[src/rtl/latch_bank_write_arbiter.sv]
// Round-robin arbiter owning the D/E inputs of a shared D-latch bank.
// Each write runs a fixed window: data setup, EN_CYCLES of enable, data hold,
// then a one-cycle done pulse back to the granted requester.
module latch_bank_write_arbiter #(
   parameter int unsigned NREQ      = 4,
   parameter int unsigned DW        = 8,
   parameter int unsigned EN_CYCLES = 2
) (
   input  logic               clk,
   input  logic               rst_n,
   input  logic [NREQ-1:0]    req,
   input  logic [NREQ*DW-1:0] wdata,
   output logic [NREQ-1:0]    grant,
   output logic               done,
   output logic               busy,
   output logic [DW-1:0]      latch_d,
   output logic               latch_e
);

   localparam int unsigned PW = (NREQ > 2) ? $clog2(NREQ) : 1;
   localparam int unsigned CW = (EN_CYCLES > 1) ? $clog2(EN_CYCLES) : 1;

   typedef enum logic [2:0] {
      IDLE   = 3'd0,
      SETUP  = 3'd1,
      ENABLE = 3'd2,
      HOLD   = 3'd3,
      DONE   = 3'd4
   } state_t;

   state_t        state;
   state_t        state_nxt;
   logic [PW-1:0] ptr;
   logic [PW-1:0] winner;
   logic [CW-1:0] cnt;
   logic [DW-1:0] data;
   logic [PW-1:0] pick_c;
   logic          found_c;
   int unsigned   sum;

   // First set request at or after ptr, wrapping modulo NREQ
   always_comb begin
      found_c = 1'b0;
      pick_c  = '0;
      sum     = 0;
      for (int unsigned i = 0; i < NREQ; i++) begin
         sum = 32'(ptr) + i;
         if (sum >= NREQ) sum = sum - NREQ;
         if (!found_c && req[PW'(sum)]) begin
            found_c = 1'b1;
            pick_c  = PW'(sum);
         end
      end
   end

   // State register
   always_ff @(posedge clk or negedge rst_n) begin
      if (!rst_n) state <= IDLE;
      else        state <= state_nxt;
   end

   // Next-state logic
   always_comb begin
      state_nxt = state;
      case (state)
         IDLE:    if (found_c) state_nxt = SETUP;
         SETUP:   state_nxt = ENABLE;
         ENABLE:  if (cnt == CW'(EN_CYCLES - 1)) state_nxt = HOLD;
         HOLD:    state_nxt = DONE;
         DONE:    state_nxt = IDLE;
         default: state_nxt = IDLE;
      endcase
   end

   // Arbitration capture: data frozen, winner recorded, pointer advanced
   always_ff @(posedge clk or negedge rst_n) begin
      if (!rst_n) begin
         ptr    <= '0;
         winner <= '0;
         data   <= '0;
      end else if (state == IDLE && found_c) begin
         data   <= wdata[32'(pick_c)*DW +: DW];
         winner <= pick_c;
         ptr    <= (pick_c == PW'(NREQ - 1)) ? '0 : pick_c + PW'(1);
      end
   end

   // Enable-phase cycle counter
   always_ff @(posedge clk or negedge rst_n) begin
      if (!rst_n) begin
         cnt <= '0;
      end else if (state == ENABLE) begin
         cnt <= (cnt == CW'(EN_CYCLES - 1)) ? '0 : cnt + CW'(1);
      end else begin
         cnt <= '0;
      end
   end

   // Registered outputs decoded from the current state; latch_d only moves in SETUP
   always_ff @(posedge clk or negedge rst_n) begin
      if (!rst_n) begin
         grant   <= '0;
         done    <= 1'b0;
         busy    <= 1'b0;
         latch_e <= 1'b0;
         latch_d <= '0;
      end else begin
         busy    <= (state != IDLE);
         grant   <= (state != IDLE) ? (NREQ'(1) << winner) : '0;
         latch_e <= (state == ENABLE);
         done    <= (state == DONE);
         if (state == SETUP) latch_d <= data;
      end
   end

endmodule

[config.mk]
export PLATFORM = sky130hd
export DESIGN_NAME = latch_bank_write_arbiter
export DESIGN_NICKNAME = d
export VERILOG_FILES = /design/src/rtl/latch_bank_write_arbiter.sv
export SDC_FILE = /design/constraint.sdc
export NUM_CORES = 1
export LEC_CHECK = 0
export CAP_MARGIN = 40
export CORE_ASPECT_RATIO = 1.4
export CORE_MARGIN = 10
export CORE_UTILIZATION = 45
export CTS_BUF_LIST = sky130_fd_sc_hd__clkbuf_4
export DETAILED_ROUTE_END_ITERATION = 12
export PLACE_DENSITY = 0.79
export SYNTH_ARGS = -nofsm -noshare
export SYNTH_HDL_FRONTEND = slang
export SYNTH_SLANG_ARGS = --single-unit
[constraint.sdc]
create_clock -name clk -period 2.1 [get_ports clk]
set_input_delay 0.42 -clock clk [delete_from_list [all_inputs] [get_ports clk]]
set_output_delay 0.42 -clock clk [all_outputs]
set_load 0.02 [all_outputs]
==> metrics.txt, run 1 <==
# TYPE chip_impl_metric gauge
chip_impl_metric{name="worst_skew_pair.late_latency",unit="ns"} 0.32
chip_impl_info{name="cts_root_buffer",value="sky130_fd_sc_hd__clkbuf_4"} 1
chip_impl_metric{name="gr-total-overflow",unit=""} 0
chip_impl_info{name="timing.critical_path.cells",value="clkdlybuf4s50_1, and3b_1, o21a_1, a211o_1, and2_4, a311oi_2"} 1
chip_impl_info{name="main_combinational_cell_family_by_area_after_synthesis",value="compound AO/OA/AOI/OAI gates"} 1
chip_impl_metric{name="global_route.usage.total",unit="%"} 12.27
chip_impl_metric{name="die_width",unit="um"} 70.07
chip_impl_metric{name="min_period_over_period",unit="%"} 95.58
chip_impl_info{name="run_status",value="completed"} 1
chip_impl_metric{name="post_synth_mux_area_share",unit="%"} 6.339
chip_impl_metric{name="num-fill-cells",unit=""} 283
chip_impl_metric{name="detailroute.via_count",unit=""} 1330
chip_impl_metric{name="via_per_inst",unit=""} 5.363
chip_impl_metric{name="cts_buffer_depth",unit=""} 2
chip_impl_info{name="setup.worst_path.start_class",value="primary input"} 1
chip_impl_metric{name="syn-num-nets",unit=""} 175
chip_impl_metric{name="antenna_violations_before_repair",unit=""} 0
chip_impl_metric{name="syn_avg_cell_area",unit="sq um"} 11.53
chip_impl_metric{name="slowest_delay",unit="ns"} 0.52
chip_impl_metric{name="fin_hold_ws",unit="ns"} 0.4381
chip_impl_metric{name="p_sw_share",unit="%"} 38.77
chip_impl_metric{name="detail_route.wl_per_cell",unit="um"} 15.75
chip_impl_metric{name="global_route_wire_length_before_repair",unit="um"} 6527
chip_impl_metric{name="yosys_warnings",unit=""} 0
chip_impl_metric{name="met3RoutedLength",unit="um"} 277
chip_impl_info{name="yosys.cell_count.top_type",value="sky130_fd_sc_hd__dfrtp_1"} 1
chip_impl_metric{name="crit_required",unit="ns"} 2.32
chip_impl_metric{name="pre_cts_slack",unit="ns"} -0.2541
chip_impl_metric{name="number_of_global_route_vias_before_repair",unit=""} 1416
chip_impl_metric{name="post_cts_repair_setup_buffers",unit=""} 0
chip_impl_info{name="worstSetupPathType",value="primary input to register"} 1
chip_impl_metric{name="layout_setup_ws",unit="ns"} 0.09279
chip_impl_metric{name="share_seq_of_total_power",unit="%"} 34.6
chip_impl_info{name="ys_top_cells_by_area",value="sky130_fd_sc_hd__dfrtp_1, sky130_fd_sc_hd__mux2_2, sky130_fd_sc_hd__nand2_1"} 1
chip_impl_info{name="cell_with_the_biggest_individual_delay_on_the_critical_path",value="sky130_fd_sc_hd__clkdlybuf4s50_1"} 1
chip_impl_metric{name="area.sequential",unit="sq um"} 775.7
chip_impl_metric{name="worst-path-max-fanout",unit=""} 9
chip_impl_metric{name="die-height",unit="um"} 90.09
chip_impl_info{name="yosysTopAreaCell",value="sky130_fd_sc_hd__dfrtp_1"} 1
chip_impl_metric{name="max_cap_viol_count",unit=""} 0
chip_impl_metric{name="synth_compound_area_share",unit="%"} 21.71
chip_impl_metric{name="met1_length",unit="um"} 1548
chip_impl_metric{name="post_synth_edffs",unit=""} 0
chip_impl_metric{name="placed_cells",unit=""} 240
chip_impl_metric{name="std_cell_rows",unit=""} 25
chip_impl_metric{name="regToRegSetupSlack",unit="ns"} 0.24
chip_impl_info{name="critical-path-top-delay-family",value="compound AO/OA/AOI/OAI gates"} 1
chip_impl_metric{name="clockPowerShare",unit="%"} 11.1
chip_impl_metric{name="yosys.area_share.adder",unit="%"} 0
chip_impl_info{name="dominantRegCellSynth",value="sky130_fd_sc_hd__dfrtp_1"} 1
chip_impl_metric{name="comb_power_share",unit="%"} 54.3
chip_impl_metric{name="finalHoldViolations",unit=""} 0
chip_impl_info{name="rsz0062_at_grt",value="true"} 1
chip_impl_metric{name="max_clock_freq",unit="GHz"} 0.4982
chip_impl_metric{name="num-nets-final",unit=""} 245
chip_impl_metric{name="synth_area_in_xor_xnor",unit="%"} 0.5547
chip_impl_metric{name="syn_to_final_growth",unit="%"} 45.56
chip_impl_metric{name="slew_headroom",unit="%"} 59.06
chip_impl_metric{name="skew",unit="ns"} 0.005572
chip_impl_metric{name="fin_crit",unit="ns"} 2.007
chip_impl_metric{name="postSynth.asyncResetShare",unit="%"} 100.0
chip_impl_metric{name="dp_wirelength",unit="um"} 3251
chip_impl_metric{name="antenna_left",unit=""} 0
chip_impl_metric{name="ir_drop",unit="uV"} 733.2
chip_impl_metric{name="intPower",unit="W"} 0.001907
chip_impl_metric{name="powerDensity",unit="nW/um^2"} 1355
chip_impl_metric{name="power.static_leakage",unit="nW"} 0.9418
chip_impl_metric{name="clkSlewWorstSetupHoldPaths",unit="ns"} 0.09
chip_impl_info{name="cts_tree",value="done"} 1
chip_impl_metric{name="route.met2.wl",unit="um"} 2011
chip_impl_metric{name="postPlaceCellArea",unit="sq um"} 2232
chip_impl_metric{name="core",unit="sq um"} 3378
chip_impl_metric{name="post_layout_nonfiller_instances",unit=""} 248
chip_impl_metric{name="floorplan.initialDensity",unit="%"} 46.74
chip_impl_info{name="synthTopCellsByCount",value="sky130_fd_sc_hd__dfrtp_1, sky130_fd_sc_hd__nand2_1, sky130_fd_sc_hd__nor2_1, sky130_fd_sc_hd__a21boi_0, sky130_fd_sc_hd__mux2_2"} 1
chip_impl_metric{name="floorplan.die_area",unit="sq um"} 6312
chip_impl_metric{name="final_area",unit="sq um"} 2298
chip_impl_metric{name="ios",unit=""} 53
chip_impl_info{name="maxUsedRoutingLayer",value="met4"} 1
chip_impl_metric{name="total_number_of_clock_tree_sinks",unit=""} 31
chip_impl_metric{name="syn-cell-area",unit="sq um"} 1579
chip_impl_metric{name="synth-seq-area-share",unit="%"} 49.13
chip_impl_metric{name="antenna_cells_inserted",unit=""} 0
chip_impl_info{name="critical_path.endpoint_type",value="register"} 1
chip_impl_metric{name="synth-seq-cells",unit=""} 31
chip_impl_metric{name="buffer_ports.inserted",unit=""} 52
chip_impl_metric{name="cts-buffers-inserted",unit=""} 5
chip_impl_metric{name="synth-simple-area-share",unit="%"} 18.38
chip_impl_metric{name="h-tree-depth",unit=""} 2
chip_impl_metric{name="net_switching_component_of_the_power",unit="W"} 0.001207
chip_impl_metric{name="drt_wl_total",unit="um"} 3906
chip_impl_metric{name="synth_cell_type_count",unit=""} 36
chip_impl_metric{name="cells_after_synth",unit=""} 137
chip_impl_metric{name="post_route_cells_drive_above_1_share",unit="%"} 24.04
chip_impl_metric{name="drt-initial-drc-count",unit=""} 41
chip_impl_metric{name="drt-pass1-iter-count",unit=""} 4
chip_impl_metric{name="crit_arrival",unit="ns"} 2.23
chip_impl_metric{name="maximum_number_of_pins_on_one_net_before_global_route_repair",unit=""} 32
chip_impl_metric{name="cp_num_buf_inv",unit=""} 1
chip_impl_metric{name="maxSlewViolCount",unit=""} 0
chip_impl_metric{name="yosysTopAreaCellShare",unit="%"} 49.13
chip_impl_metric{name="multi_input_area",unit="sq um"} 750.7
chip_impl_metric{name="timing_worst_slew_pin_value",unit="ns"} 0.6115
chip_impl_metric{name="timing.final.setup_violations",unit=""} 0
chip_impl_metric{name="remaining_drcs",unit=""} 0
chip_impl_metric{name="place.gp.congestion",unit=""} 0.8174
chip_impl_info{name="min-delay-path-class",value="register to register"} 1
power by group through the flow:
stage | logic (W) | registers (W) | clock network (W)
after floorplan | 0.000927 | 0.00120 | 0
after global placement | 0.00163 | 0.00107 | 0
after detailed placement | 0.00169 | 0.00109 | 0
after CTS | 0.00169 | 0.00108 | 0.000358
after global routing | 0.00184 | 0.00112 | 0.000385
final | 0.00169 | 0.00108 | 0.000345
stage by stage:
stage               total power, W    TNS (ns)  utilization (%)
finish                    0.003114           0            68.04
global route              0.003343  -0.0003342            68.04
CTS                       0.003133           0            67.78
detailed placement        0.002778      -1.715            66.07
global placement          0.002703      -1.069            66.07
floorplan                 0.002130           0                -
state kept, by name, indices dropped and copies added, names as in the netlist, 2 cells and up:
register,flops
ptr,2
winner,2
latch_d,8
data,8
grant,4
state,3
worst reg2reg max path: cells and delay by family, from the launching register on:
family	cells	cell delay, ns
simple gates	2	0.47
flops	1	0.47
compound gates	3	0.84
cells by family after synthesis:
kind of cell           count (synthesis)
AND/OR/NAND/NOR                       56
AO/OA/AOI/OAI                         33
flip-flops                            31
multiplexers                           9
buffers and inverters                  7
XOR/XNOR                               1
metal layers:
metal,track usage [%],vias to the layer above
met5,0,-
met1,12.79,637
met4,5.446,0
met2,21.52,50
li1,-,636
met3,4.070,7
cell type report:
cell class | instances | area share (%)
clock buffer | 7 | 2.286
clock inverter | 1 | 0.2177
inverter | 1 | 0.1633
multi-input combinational | 99 | 32.66
sequential | 31 | 33.75
tap | 40 | 2.177
timing repair buffer | 69 | 28.74
placed cells by master (no fill, tap or decap), types with 2 or more instances in the layout:
master,n
sky130_fd_sc_hd__a311oi_1,6
sky130_fd_sc_hd__a2111oi_1,2
sky130_fd_sc_hd__and3b_1,2
sky130_fd_sc_hd__a21boi_0,8
sky130_fd_sc_hd__nand2b_1,2
sky130_fd_sc_hd__nor3b_1,4
sky130_fd_sc_hd__a2111oi_2,4
sky130_fd_sc_hd__a2111oi_4,2
sky130_fd_sc_hd__clkbuf_4,7
sky130_fd_sc_hd__nor3_1,2
sky130_fd_sc_hd__nor2_1,14
sky130_fd_sc_hd__nand2_1,22
sky130_fd_sc_hd__o21ai_0,2
sky130_fd_sc_hd__a21oi_1,2
sky130_fd_sc_hd__buf_4,16
sky130_fd_sc_hd__a311oi_2,2
sky130_fd_sc_hd__clkdlybuf4s50_1,52
sky130_fd_sc_hd__and2_4,2
sky130_fd_sc_hd__dfrtp_1,31
sky130_fd_sc_hd__mux2_2,8
repair_timing:
action | CTS | global route
setup endpoints to repair | 0 | 3
resized for setup | 0 | 4
hold buffers | 0 | 0
worst paths after layout:
path                              from  endpoint  depth (start not counted)
worst max-delay path            req[3]   data[5]                          6
worst min-delay path               cnt       cnt                          1
worst max register to register  ptr[1]   data[5]                          5
worst min register to register     cnt       cnt                          1
max in group asynchronous        rst_n   data[4]                          2
min in group asynchronous        rst_n  grant[1]                          2
(Power assumes the default switching activity.)
==> run 2: changes to the inputs <==
--- a/config.mk
+++ b/config.mk
@@ -8,10 +8,10 @@
 export CAP_MARGIN = 40
 export CORE_ASPECT_RATIO = 1.4
 export CORE_MARGIN = 10
-export CORE_UTILIZATION = 45
+export CORE_UTILIZATION = 35
 export CTS_BUF_LIST = sky130_fd_sc_hd__clkbuf_4
 export DETAILED_ROUTE_END_ITERATION = 12
-export PLACE_DENSITY = 0.79
+export GPL_TIMING_DRIVEN = 0
 export SYNTH_ARGS = -nofsm -noshare
 export SYNTH_HDL_FRONTEND = slang
 export SYNTH_SLANG_ARGS = --single-unit
==> metrics.txt, run 2 (same netlist as run 1, synthesis figures left out) <==
# TYPE chip_impl_metric gauge
chip_impl_info{name="run_status",value="completed"} 1
chip_impl_info{name="cts_tree",value="done"} 1
chip_impl_info{name="reg.largest.list",value="data (8), latch_d (8), grant (4)"} 1
chip_impl_metric{name="comb_power_share",unit="%"} 51.6
chip_impl_metric{name="num-nets-final",unit=""} 235
chip_impl_info{name="worstSetupPathType",value="primary input to register"} 1
chip_impl_metric{name="core",unit="sq um"} 4309
chip_impl_metric{name="buffer_ports.inserted",unit=""} 52
chip_impl_info{name="cts_root_buffer",value="sky130_fd_sc_hd__clkbuf_4"} 1
chip_impl_metric{name="slew_headroom",unit="%"} 46.88
chip_impl_metric{name="dp_wirelength",unit="um"} 3585
chip_impl_metric{name="crit_arrival",unit="ns"} 2.22
chip_impl_info{name="rsz0062_at_grt",value="true"} 1
chip_impl_metric{name="floorplan.initialDensity",unit="%"} 36.64
chip_impl_info{name="cell_with_the_biggest_individual_delay_on_the_critical_path",value="sky130_fd_sc_hd__clkdlybuf4s50_1"} 1
chip_impl_metric{name="drt-pass1-iter-count",unit=""} 4
chip_impl_metric{name="max_clock_freq",unit="GHz"} 0.4996
chip_impl_metric{name="p_sw_share",unit="%"} 39.02
chip_impl_metric{name="post_layout_nonfiller_instances",unit=""} 258
chip_impl_metric{name="clockPowerShare",unit="%"} 14.5
chip_impl_metric{name="maxSlewViolCount",unit=""} 0
chip_impl_metric{name="cts_buffer_depth",unit=""} 2
chip_impl_metric{name="clkSlewWorstSetupHoldPaths",unit="ns"} 0.11
chip_impl_info{name="setup.worst_path.start_class",value="primary input"} 1
chip_impl_metric{name="timing_worst_slew_pin_value",unit="ns"} 0.7943
chip_impl_metric{name="total_number_of_clock_tree_sinks",unit=""} 31
chip_impl_metric{name="global_route.usage.total",unit="%"} 12.12
chip_impl_metric{name="detail_route.wl_per_cell",unit="um"} 17.40
chip_impl_metric{name="net_switching_component_of_the_power",unit="W"} 0.001237
chip_impl_metric{name="worst-path-max-fanout",unit=""} 10
chip_impl_metric{name="global_route_wire_length_before_repair",unit="um"} 7217
chip_impl_metric{name="finalHoldViolations",unit=""} 0
chip_impl_metric{name="number_of_cells_on_the_worst_hold_path",unit=""} 1
chip_impl_metric{name="maximum_number_of_pins_on_one_net_before_global_route_repair",unit=""} 18
chip_impl_info{name="timing.critical_path.cells",value="clkdlybuf4s50_1, nand2b_4, a21o_4, and2_4, buf_6, a2111oi_0, a311oi_1"} 1
chip_impl_metric{name="cts-buffers-inserted",unit=""} 5
chip_impl_metric{name="h-tree-depth",unit=""} 2
chip_impl_metric{name="via_per_inst",unit=""} 5.000
chip_impl_metric{name="gr-total-overflow",unit=""} 0
chip_impl_metric{name="place.gp.congestion",unit=""} 0.8100
chip_impl_metric{name="share_seq_of_total_power",unit="%"} 33.8
chip_impl_metric{name="power.static_leakage",unit="nW"} 0.9124
chip_impl_metric{name="crit_required",unit="ns"} 2.32
chip_impl_metric{name="detailroute.via_count",unit=""} 1290
chip_impl_metric{name="die-height",unit="um"} 99.47
chip_impl_metric{name="intPower",unit="W"} 0.001932
chip_impl_metric{name="ios",unit=""} 53
chip_impl_metric{name="number_of_global_route_vias_before_repair",unit=""} 1404
chip_impl_metric{name="timing.final.setup_violations",unit=""} 0
chip_impl_info{name="critical_path.endpoint_type",value="register"} 1
chip_impl_metric{name="post_route_cells_drive_above_1_share",unit="%"} 19.70
chip_impl_metric{name="worst_skew_pair.late_latency",unit="ns"} 0.34
chip_impl_metric{name="drt_wl_total",unit="um"} 4489
chip_impl_metric{name="fin_crit",unit="ns"} 2.002
chip_impl_metric{name="antenna_violations_before_repair",unit=""} 0
chip_impl_metric{name="powerDensity",unit="nW/um^2"} 1384
chip_impl_metric{name="std_cell_rows",unit=""} 28
chip_impl_metric{name="ir_drop",unit="uV"} 568.4
chip_impl_metric{name="fin_tns_setup",unit="ns"} 0
chip_impl_metric{name="cts_hold_buffers",unit=""} 0
chip_impl_metric{name="drt-initial-drc-count",unit=""} 57
chip_impl_info{name="mostFrequentLayoutCell",value="sky130_fd_sc_hd__clkdlybuf4s50_1"} 1
chip_impl_metric{name="skew",unit="ns"} 0.01703
chip_impl_metric{name="min_period_over_period",unit="%"} 95.31
chip_impl_metric{name="antenna_cells_inserted",unit=""} 0
chip_impl_metric{name="r2r_cells",unit=""} 6
chip_impl_metric{name="die_width",unit="um"} 76.77
chip_impl_metric{name="remaining_drcs",unit=""} 0
chip_impl_metric{name="floorplan.die_area",unit="sq um"} 7636
chip_impl_metric{name="syn_to_final_growth",unit="%"} 45.01
chip_impl_metric{name="num-fill-cells",unit=""} 412
chip_impl_metric{name="slowest_delay",unit="ns"} 0.61
chip_impl_metric{name="max_cap_viol_count",unit=""} 0
chip_impl_info{name="min-delay-path-class",value="register to register"} 1
chip_impl_metric{name="placed_cells",unit=""} 250
chip_impl_metric{name="antenna_left",unit=""} 0
chip_impl_info{name="mostFrequentLayoutCells",value="sky130_fd_sc_hd__clkdlybuf4s50_1, sky130_fd_sc_hd__dfrtp_1, sky130_fd_sc_hd__nand2_1"} 1
## run 2: cell types whose count changed in the layout (fill, tap and decap cells not counted), moves of 2 or more
cell	change
sky130_fd_sc_hd__buf_4	-15
sky130_fd_sc_hd__buf_6	+4
sky130_fd_sc_hd__a2111oi_0	+2
sky130_fd_sc_hd__clkbuf_4	-2
## run 2: power by group through the flow
stage | clock network (W) | logic [W] | registers [W]
2_1_floorplan | 0 | 0.000927 | 0.00120
3_3_place_gp | 0 | 0.00161 | 0.00107
3_5_place_dp | 0 | 0.00165 | 0.00109
4_1_cts | 0.000475 | 0.00165 | 0.00108
5_1_grt | 0.000504 | 0.00178 | 0.00112
6_report | 0.000460 | 0.00164 | 0.00107
## run 2: worst max-delay path: cells and delay by family
family | cells | cell delay [ns]
AOI/OAI and AO/OA | 3 | 0.81
buffers and inverters | 2 | 0.74
and+or+nand+nor | 2 | 0.24
## run 2: area by class of cell
| cell class | count | area [sq um] | area share (%) |
|---|---|---|---|
| clock inverters | 3 | 38.79 | 1.694 |
| multi-input cells | 99 | 763.2 | 33.33 |
| repair buffers | 53 | 538.0 | 23.50 |
| inverters | 1 | 3.754 | 0.1639 |
| well taps | 60 | 75.07 | 3.279 |
| clock buffers | 5 | 37.54 | 1.639 |
| flip-flops and latches | 31 | 775.7 | 33.88 |
| plain buffers | 6 | 57.56 | 2.514 |
## run 2: timing repair
| item | CTS | global route |
|---|---|---|
| setup endpoints to repair | 0 | 12 |
| gates resized for setup | 0 | 5 |
| setup buffers | 0 | 0 |
## run 2: metal layers
metal | up-vias | GRT usage (%) | routed length [um]
met1 | 634 | 11.76 | 1699
li1 | 617 | - | -
met3 | 9 | 3.604 | 178
met5 | - | 0 | 0
met2 | 30 | 22.51 | 2500
met4 | 0 | 6.313 | 111
## run 2: metrics by stage
stage                     worst slack, ns  hold slack (ns)  instance area, sq um  power, W  util [%]
after detailed placement          -0.3671           0.4226                  2190  0.002740     50.81
after CTS                         0.01451           0.4369                  2266  0.003205     52.58
after global placement            -0.3362           0.4179                  2175  0.002685     50.46
final                             0.09840           0.4347                  2290  0.003169     53.14
after global routing            -0.005784           0.4651                  2290  0.003400     53.14
after floorplan                    0.3680           0.1244                  1579  0.002130         -
## run 2: final timing paths
kind                       startpoint          to  slack, ns
max                            req[2]     data[2]        0.1
min                               cnt         cnt       0.43
min reg2reg                       cnt         cnt       0.43
max reg2reg                    ptr[1]     data[2]       0.22
min in group asynchronous       rst_n     data[7]       0.53
max in group asynchronous       rst_n  latch_d[6]       0.99
